===== src/rtl/uart_tx_fifo.sv =====
// Byte FIFO feeding a UART transmitter (8N1, or 8E1 when UART_TX_PARITY_EN is defined).
// Provides near-full back-pressure, a sticky overflow flag and a registered txd line.
module uart_tx_fifo #(
    parameter int DEPTH_LOG2   = 8,
    parameter int CLKS_PER_BIT = 868,
    parameter int BUSY_MARGIN  = 2
) (
    input  logic                  clk,
    input  logic                  rstn,
    input  logic [7:0]            output_data,
    input  logic                  output_valid,
    output logic                  output_busy,
    output logic                  txd,
    output logic [DEPTH_LOG2:0]   fifo_count,
    output logic                  overflow,
    output logic                  tx_active
);

    localparam int DEPTH  = 1 << DEPTH_LOG2;
    localparam int PW     = DEPTH_LOG2 + 1;
    localparam int BAUD_W = (CLKS_PER_BIT > 1) ? $clog2(CLKS_PER_BIT) : 1;
    localparam logic [BAUD_W-1:0] BAUD_MAX = BAUD_W'(CLKS_PER_BIT - 1);
    localparam logic [PW-1:0]     DEPTH_V  = {1'b1, {DEPTH_LOG2{1'b0}}};

`ifdef UART_TX_PARITY_EN
    typedef enum logic [2:0] {ST_IDLE, ST_START, ST_DATA, ST_PARITY, ST_STOP} state_t;
`else
    typedef enum logic [2:0] {ST_IDLE, ST_START, ST_DATA, ST_STOP} state_t;
`endif

    logic [7:0]        mem_r [DEPTH];
    logic [PW-1:0]     wr_ptr_r, rd_ptr_r, wr_ptr_s, rd_ptr_s, count_s;
    logic [PW-1:0]     count_r;
    logic              busy_r, overflow_r, txd_r, active_r;
    logic              full_s, empty_s, push_s, pop_s, drop_s, txd_s;
    state_t            state_r, state_s;
    logic [BAUD_W-1:0] baud_r, baud_s;
    logic [2:0]        idx_r, idx_s;
    logic [7:0]        shift_r, shift_s;
    logic              baud_end_s;
    logic [PW-1:0]     free_s;
`ifdef UART_TX_PARITY_EN
    logic              parity_r, parity_s;
`endif

    // Even-parity bit of a data byte
    function automatic logic even_parity(input logic [7:0] b);
        return ^b;
    endfunction

    assign full_s     = (wr_ptr_r[DEPTH_LOG2] != rd_ptr_r[DEPTH_LOG2]) &&
                        (wr_ptr_r[DEPTH_LOG2-1:0] == rd_ptr_r[DEPTH_LOG2-1:0]);
    assign empty_s    = (wr_ptr_r == rd_ptr_r);
    // A pop frees a slot in the same cycle, so a push while full is still accepted then
    assign pop_s      = (state_r == ST_IDLE) && !empty_s;
    assign push_s     = output_valid && (!full_s || pop_s);
    assign drop_s     = output_valid && full_s && !pop_s;
    assign baud_end_s = (baud_r == BAUD_MAX);

    // Next-state pointers, occupancy and free space
    always_comb begin
        wr_ptr_s = wr_ptr_r + PW'(push_s);
        rd_ptr_s = rd_ptr_r + PW'(pop_s);
        count_s  = wr_ptr_s - rd_ptr_s;
        free_s   = DEPTH_V - count_s;
    end

    // FIFO storage (no reset needed on the data array)
    always_ff @(posedge clk) begin
        if (push_s) begin
            mem_r[wr_ptr_r[DEPTH_LOG2-1:0]] <= output_data;
        end else begin
            mem_r[wr_ptr_r[DEPTH_LOG2-1:0]] <= mem_r[wr_ptr_r[DEPTH_LOG2-1:0]];
        end
    end

    // FIFO pointers, count, busy and sticky overflow
    always_ff @(posedge clk or negedge rstn) begin
        if (!rstn) begin
            wr_ptr_r   <= '0;
            rd_ptr_r   <= '0;
            count_r    <= '0;
            busy_r     <= 1'b0;
            overflow_r <= 1'b0;
        end else begin
            wr_ptr_r   <= wr_ptr_s;
            rd_ptr_r   <= rd_ptr_s;
            count_r    <= count_s;
            busy_r     <= (32'(free_s) <= 32'(BUSY_MARGIN));
            overflow_r <= overflow_r | drop_s;
        end
    end

    // Transmitter next-state and next txd value
    always_comb begin
        state_s = state_r;
        baud_s  = baud_r;
        idx_s   = idx_r;
        shift_s = shift_r;
        txd_s   = 1'b1;
`ifdef UART_TX_PARITY_EN
        parity_s = parity_r;
`endif
        if (state_r == ST_IDLE) begin
            baud_s = '0;
        end else if (baud_end_s) begin
            baud_s = '0;
        end else begin
            baud_s = baud_r + BAUD_W'(1);
        end
        case (state_r)
            ST_IDLE: begin
                if (pop_s) begin
                    shift_s = mem_r[rd_ptr_r[DEPTH_LOG2-1:0]];
`ifdef UART_TX_PARITY_EN
                    parity_s = even_parity(mem_r[rd_ptr_r[DEPTH_LOG2-1:0]]);
`endif
                    state_s = ST_START;
                end else begin
                    state_s = ST_IDLE;
                end
            end
            ST_START: begin
                if (baud_end_s) begin
                    state_s = ST_DATA;
                    idx_s   = 3'd0;
                end else begin
                    state_s = ST_START;
                end
            end
            ST_DATA: begin
                if (baud_end_s) begin
                    shift_s = {1'b0, shift_r[7:1]};
                    idx_s   = idx_r + 3'd1;
`ifdef UART_TX_PARITY_EN
                    state_s = (idx_r == 3'd7) ? ST_PARITY : ST_DATA;
`else
                    state_s = (idx_r == 3'd7) ? ST_STOP : ST_DATA;
`endif
                end else begin
                    state_s = ST_DATA;
                end
            end
`ifdef UART_TX_PARITY_EN
            ST_PARITY: begin
                state_s = baud_end_s ? ST_STOP : ST_PARITY;
            end
`endif
            ST_STOP: begin
                state_s = baud_end_s ? ST_IDLE : ST_STOP;
            end
            default: begin
                state_s = ST_IDLE;
            end
        endcase
        // txd is registered, so it is derived from where the FSM is heading
        case (state_s)
            ST_START:  txd_s = 1'b0;
            ST_DATA:   txd_s = shift_s[0];
`ifdef UART_TX_PARITY_EN
            ST_PARITY: txd_s = parity_s;
`endif
            default:   txd_s = 1'b1;
        endcase
    end

    // Transmitter state registers
    always_ff @(posedge clk or negedge rstn) begin
        if (!rstn) begin
            state_r  <= ST_IDLE;
            baud_r   <= '0;
            idx_r    <= 3'd0;
            shift_r  <= 8'd0;
            txd_r    <= 1'b1;
            active_r <= 1'b0;
`ifdef UART_TX_PARITY_EN
            parity_r <= 1'b0;
`endif
        end else begin
            state_r  <= state_s;
            baud_r   <= baud_s;
            idx_r    <= idx_s;
            shift_r  <= shift_s;
            txd_r    <= txd_s;
            active_r <= (state_s != ST_IDLE);
`ifdef UART_TX_PARITY_EN
            parity_r <= parity_s;
`endif
        end
    end

    assign output_busy = busy_r;
    assign txd         = txd_r;
    assign fifo_count  = count_r;
    assign overflow    = overflow_r;
    assign tx_active   = active_r;

endmodule


===== config.mk =====
export PLATFORM = sky130hd
export DESIGN_NAME = uart_tx_fifo
export DESIGN_NICKNAME = d
export VERILOG_FILES = /design/src/rtl/uart_tx_fifo.sv
export SDC_FILE = /design/constraint.sdc
export NUM_CORES = 2
export LEC_CHECK = 0
export BUFFER_PORTS_ARGS = -buffer_cell sky130_fd_sc_hd__buf_2
export CORE_MARGIN = 5
export CORE_UTILIZATION = 40
export DETAILED_ROUTE_END_ITERATION = 8
export PLACE_DENSITY = 0.6
export SLEW_MARGIN = 5
export SYNTH_ARGS = -nofsm -noshare
export SYNTH_HDL_FRONTEND = slang
export SYNTH_SLANG_ARGS = --single-unit
export TNS_END_PERCENT = 20

===== constraint.sdc =====
create_clock -name clk -period 8.25 [get_ports clk]
set_input_delay 0.825 -clock clk [delete_from_list [all_inputs] [get_ports clk]]
set_output_delay 0.825 -clock clk [all_outputs]
set_load 0.01 [all_outputs]

Word-level counts from Yosys, hierarchy flattened
Memory sizes are Yosys's and may differ from the RTL's.
Cells that the tools add are included.
W data, S select, Z words.
- register bits after elaboration: 55
- memories: 1
- memory bits (writable): 2048
- output and inout bits: 13
- memory list (memory ; depth ; width ; read ports ; clocked after Yosys merged registers in ; wr ports ; line ; text):
    mem_r ; 256 ; 8 ; 1 ; 0 ; 1 ; 31 ; logic [7:0] mem_r [DEPTH];
- bitwise logic cells: 2
- reductions and logical operators: 16
- magnitude comparators: 1
- mux-type cells: 19
- add/sub/neg operators: 6
- eq/ne operators: 14
- operators with widths (kind ; count):
    $mux W8 ; 3
    $mux W10 ; 2
    $add A9 B1 Y9 ; 2
    $pmux W8 S2 ; 1
    $pmux W3 S4 ; 1
    $add A10 B1 Y10 const B ; 1
    $eq A10 B10 Y1 const B ; 1
    $eq A3 B2 Y1 const B ; 3
    $eq A9 B9 Y1 ; 1
    $le A9 B2 Y1 const B ; 1
    $sub A9 B9 Y9 ; 1
    $sub A9 B9 Y9 const A ; 1
    $eq A8 B8 Y1 ; 1
    $eq A3 B1 Y1 const B ; 2
    $mux W1 ; 6
    $mux W3 ; 2
    $ne A2 B2 Y1 const B ; 3
    $pmux W3 S2 ; 1
    $reduce_and A3 Y1 ; 2
    $logic_and A1 B1 Y1 ; 5
    $mux W2 ; 2
    $reduce_bool A2 Y1 ; 2
    $add A3 B1 Y3 const B ; 1
    $eq A3 B3 Y1 const B ; 1
    9 further kinds ; 12

Longest topological paths before layout
- depth in word-level cells: 9
- depth in mapped cells: 19
- gate-level depth less buffers: 17

Least setup slack after synthesis
Ideal clock, no wire load.
- path type: register to register
- start point: register rd_ptr_r[0]
- end point: register busy_r (netlist: output_busy)
- stages on the path, launching flop included: 18
- clock period less this slack: 4.358 ns
- data required time: 8.146 ns
- arrival: 4.254 ns
- buffers on the path: 3
- slack: 3.892 ns
- cells stage by stage: dfrtp_1 buf_6 buf_12 xor2_1 nor4_1 a311oi_1 clkbuf_1 ha_1 ha_1 inv_1 fa_1 a21o_1 a21oi_1 o21ai_0 a211oi_1 nor3b_1 or4_1 a221oi_1
- RTL lines (item ; line ; text):
    start: declaration ; 32 ; logic [PW-1:0] wr_ptr_r, rd_ptr_r, wr_ptr_s, rd_ptr_s, count_s;
    start signal: assignment ; 87 ; rd_ptr_r <= rd_ptr_s;
    $eq A9 B9 Y1 ; 53 ; assign empty_s = (wr_ptr_r == rd_ptr_r);
    $logic_not A1 Y1 ; 55 ; assign pop_s = (state_r == ST_IDLE) && !empty_s;
    $logic_and A1 B1 Y1 ; 55 ;
    $add A9 B1 Y9 * ; 63 ; rd_ptr_s = rd_ptr_r + PW'(pop_s);
    via rd_ptr_s[1] ; 32 ;
    $sub A9 B9 Y9 * ; 64 ; count_s = wr_ptr_s - rd_ptr_s;
    $sub A9 B9 Y9 * ; 65 ; free_s = DEPTH_V - count_s;
    $le A9 B2 Y1 * ; 89 ; busy_r <= (32'(free_s) <= 32'(BUSY_MARGIN));
    end signal: assignment ; 89 ;
    end: declaration ; 34 ; logic busy_r, overflow_r, txd_r, active_r;
Mark *: on every way through the listed nets, which the timed path passes. The rest lies on a longest branch.
A chain may end at the register's enable or synchronous reset.

Final worst setup path
- start point: register rd_ptr_r[1]
- end point: register busy_r (netlist: output_busy)
The elaborated chain is that of the path after synthesis.

==> metrics.md <==
| Metric | Value |
|---|---|
| Wire length per cell | 31.7 um |
| RSZ-0062 raised after global routing | no |
| Final core occ | ~45% |
| CP startpoint kind | flop |
| Int Pwr | between 20,000 and 25,000 uW |
| Post-Place Worst Slack | between 2 and 3 ns |
| Fmax | 182 MHz |
| Hold slack | 0.130 ns |
| CP required | 8.96 ns |
| Core area | approximately 210,000 um^2 |
| Total congestion overflow | 0 |
| CP max stage delay | 0.96 ns |
| Worst Path Max Fanout | 37 |
| Critical path startpoint | rd_ptr_r[1]$_DFF_PN0_ |
| Port Buffers | 23 |
| Count leader, synth | edfxtp_1 |
| Syn_nets | roughly 4,100 |
| Number of CTS-inserted buffers | 210 |
| Worst-margin pin slew | 1.36 ns |
| Setup CP Type | flop to flop |
| CTS Buffer Depth | 3 |
| Layout cells sized above 1 | 19.8% |
| Max_slew headroom | 8.89% |
| Max-Cap Viols | 0 |
| GRT Total Usage | 20.4% |
| Die area | between 200,000 and 250,000 um^2 |
| Delay-heaviest family, CP | compound AO/OA/AOI/OAI gates |
| Root buf cell | clkbuf_16 |
| Hold Path Class | input port to asynchronous set/reset pin |
| Crit-path cells | xor2_1, nor4_1, a311oi_2, ha_1, ha_1, xor2_1, inv_1, ha_1, a21o_1, a21oi_1, o21ai_0, a211oi_1, nor3b_1, or4_1, a221oi_1 |
| Leakage power | 0.0289 uW |
| Routability cong. | 0.912 |
| Setup crit end | output_busy$_DFF_PN0_ |
| EDFF count, synth | ~2,000 |
| Initial antenna violation count | 1 |
| Flops & latches, synth | 2,102 |
| Skew-Pair Late Insertion Delay | 0.85 ns |
| CP arrival | 6.21 ns |
| Area share of the largest cell type after synthesis | 74.3% |
| H-tree depth | 4 |
| Flop pwr share | between 40 and 50% |
| Hold Fails Final Rpt | 0 |
| Worst R2R End | output_busy$_DFF_PN0_ |
| Net Switching | 9450 uW |
| Die width | approximately 460 um |
| Post-synthesis cell count | 4,096 |
| Clock share of power | 31.0% |
| Synthesized cell area | 82,700 um^2 |
| Combinational share of power | 27.9% |
| Clock transition at the registers of the reported paths | about 0.060 ns |
| DR vias/cell | 5.91 |
| Max Clock Skew | 0.0379 ns |
| Seq/Total Area, Yosys | 76.0% |
| VDD IR max | 0.000360 V |
| Most Frequent Cell on Critical Path | ha_1 |
| FF-to-FF path depth | 15 |
| Worst r2r src | rd_ptr_r[1]$_DFF_PN0_ |
| R2R setup slack | 2.75 ns |
| Post-CTS Repair Setup Buffers | 0 |
| Nets | 4,197 |
| Mean area per synthesized cell | 20.2 um^2 |
| Main synth FF type | edfxtp_1 |
| Fin worst setup slack | 2.75 ns |
| # placed instances | 6,660 |
| Final Setup Violations | 0 |
| Total wire length | 224 mm |
| Crit end category | flop |
| PD cells | around 320 nW/um^2 |
| Synth unique cells | 71 |
| Filler cells | 17,322 |
| Switch share | 31.8% |
| Fraction of registers with async set/reset | 2.57% |
| Most frequent cells after synthesis | edfxtp_1 (2,048), mux4_2 (413), nor2_1 (307), mux2i_1 (242), nand2_1 (111) |
| Final std cells w/o fill | 7,050 |
| Crit path buffers/inverters | 1 |
| Detailed-route DRC error count | 0 |
| Synth top area cells | edfxtp_1 (74%), mux4_2 (11%), mux2i_1 (2.9%) |
| Largest net degree at the start of global routing | 197 |
| Io pins | 24 |
| Status | finished, final reports clean |
| Hold buffers post-CTS | 0 |
| Period Utilization, post-route | 66.7% |
| Antenna viol nets, final | 0 |
| Reg area | 62,900 um^2 |
| Max Slew Vio Count | 0 |
| Post-DP HPWL | 133 mm |
| Row count | between 150 and 200 |
| Clk sinks | 2,102 |
| Post-CTS Resized | 0 |
| Initial drt markers | 5,375 |
| Crit. path cell count | 15 |
| Synth area leader | edfxtp_1 |
| Starting density of the core | approximately two fifths |
| Post-layout min period | around 5.5 ns |
| CTS tree | yes |
| First-pass GRT wire length | 316 mm |
| Area grow syn2layout | 11.4% |
| Drt pass-1 iters | 8 |
| CP max stage cell | a311oi_2 |
| Multi-input logic area | 18,300 um^2 |
| TNS Setup | 0 ns |
| Routed via count | 41,683 |
| Die Height | 465 um |
| Vias in the first global route | 40,989 |
| Synth warn | 0 |
## cell type report
| type | instances | area share [%] |
|---|---|---|
| tap | 2704 | 3.67 |
| multi-input combinational | 1721 | 19.9 |
| clock buffer | 272 | 6.07 |
| clock inverter | 117 | 1.06 |
| timing repair buffer | 107 | 0.980 |
| inverter | 26 | 0.111 |
| antenna | 1 | 0.00271 |
| sequential | 2102 | 68.2 |
## worst min-delay path by stage
| stage | startpoint | to | cells after the start |
|---|---|---|---|
| 6_report | rstn | baud_r[6]$_DFF_PN0_ | 2 |
| 4_1_cts | rstn | baud_r[0]$_DFF_PN0_ | 2 |
| 3_5_place_dp | baud_r[0]$_DFF_PN0_ | baud_r[0]$_DFF_PN0_ | 1 |
| 3_3_place_gp | baud_r[0]$_DFF_PN0_ | baud_r[0]$_DFF_PN0_ | 1 |
| 5_1_grt | rstn | baud_r[5]$_DFF_PN0_ | 2 |
| 2_1_floorplan | baud_r[0]$_DFF_PN0_ | baud_r[0]$_DFF_PN0_ | 1 |
## state kept, by name, summed over array words and instances, names as in the netlist, 2 cells and up
name        flops
mem_r        2048
baud_r         10
fifo_count      9
rd_ptr_r        9
wr_ptr_r        9
shift_r         8
idx_r           3
state_r         2
## routing by layer
metal / GRT usage [%] / wire (um) / vias up
li1: - / - / 17072
met5: 0 / 0 / -
met1: 29.5 / 93900 / 22332
met4: 6.25 / 7060 / 0
met2: 31.1 / 103000 / 1937
met3: 4.31 / 19600 / 342
## power by group through the flow
stage	Clock (uW)	Sequential (uW)	Combinational, uW
finish	9180	12200	8280
global route	9740	12200	8630
floorplan	0	12200	5590
detailed placement	0	12400	8260
CTS	9310	12200	8280
global placement	0	12400	8250
## cells in the final DEF (no fill, tap or decap), drive strengths merged, types with 19 or more instances in the layout
cell,count
a211oi,25
a21oi,81
a221oi,42
a22oi,55
buf,99
clkbuf,280
clkinv,93
dfrtp,53
edfxtp,2048
inv,35
mux2i,242
mux4,428
nand2,111
nand3,37
nor2,307
nor2b,19
nor3,27
o21ai,43
o221ai,41
xnor2,20
## worst register-to-register path, delay by kind of cell (launching register included)
| kind | cells | cell delay (ns) |
|---|---|---|
| compound gates | 6 | 2.24 |
| xor+xnor | 2 | 0.43 |
| buf+inv | 1 | 0.08 |
| fa+ha+maj | 3 | 0.95 |
| flops | 1 | 0.91 |
| simple gates | 3 | 0.75 |
## logic make-up (layout without fill, tap and decap cells)
group                      Yosys count  in the layout  share of synthesized area [%]
AOI/OAI and AO/OA                  408            408                           3.54
adders and majority gates           18             18                          0.281
DFF                               2102           2102                           76.0
muxes                              680            680                           14.8
and+or+nand+nor                    578            578                           3.07
other                                0              1                              0
xor gates and xnor gates            37             37                          0.392
buffers and inverters              273            522                           1.96
## through the flow
step           area [um^2]  power, uW
2_1_floorplan        82700      17800
3_3_place_gp         85600      20700
3_5_place_dp         85600      20700
4_1_cts              92200      29800
5_1_grt              92200      30600
6_report             92200      29700
No activity file was read; power rests on OpenSTA's default activity.
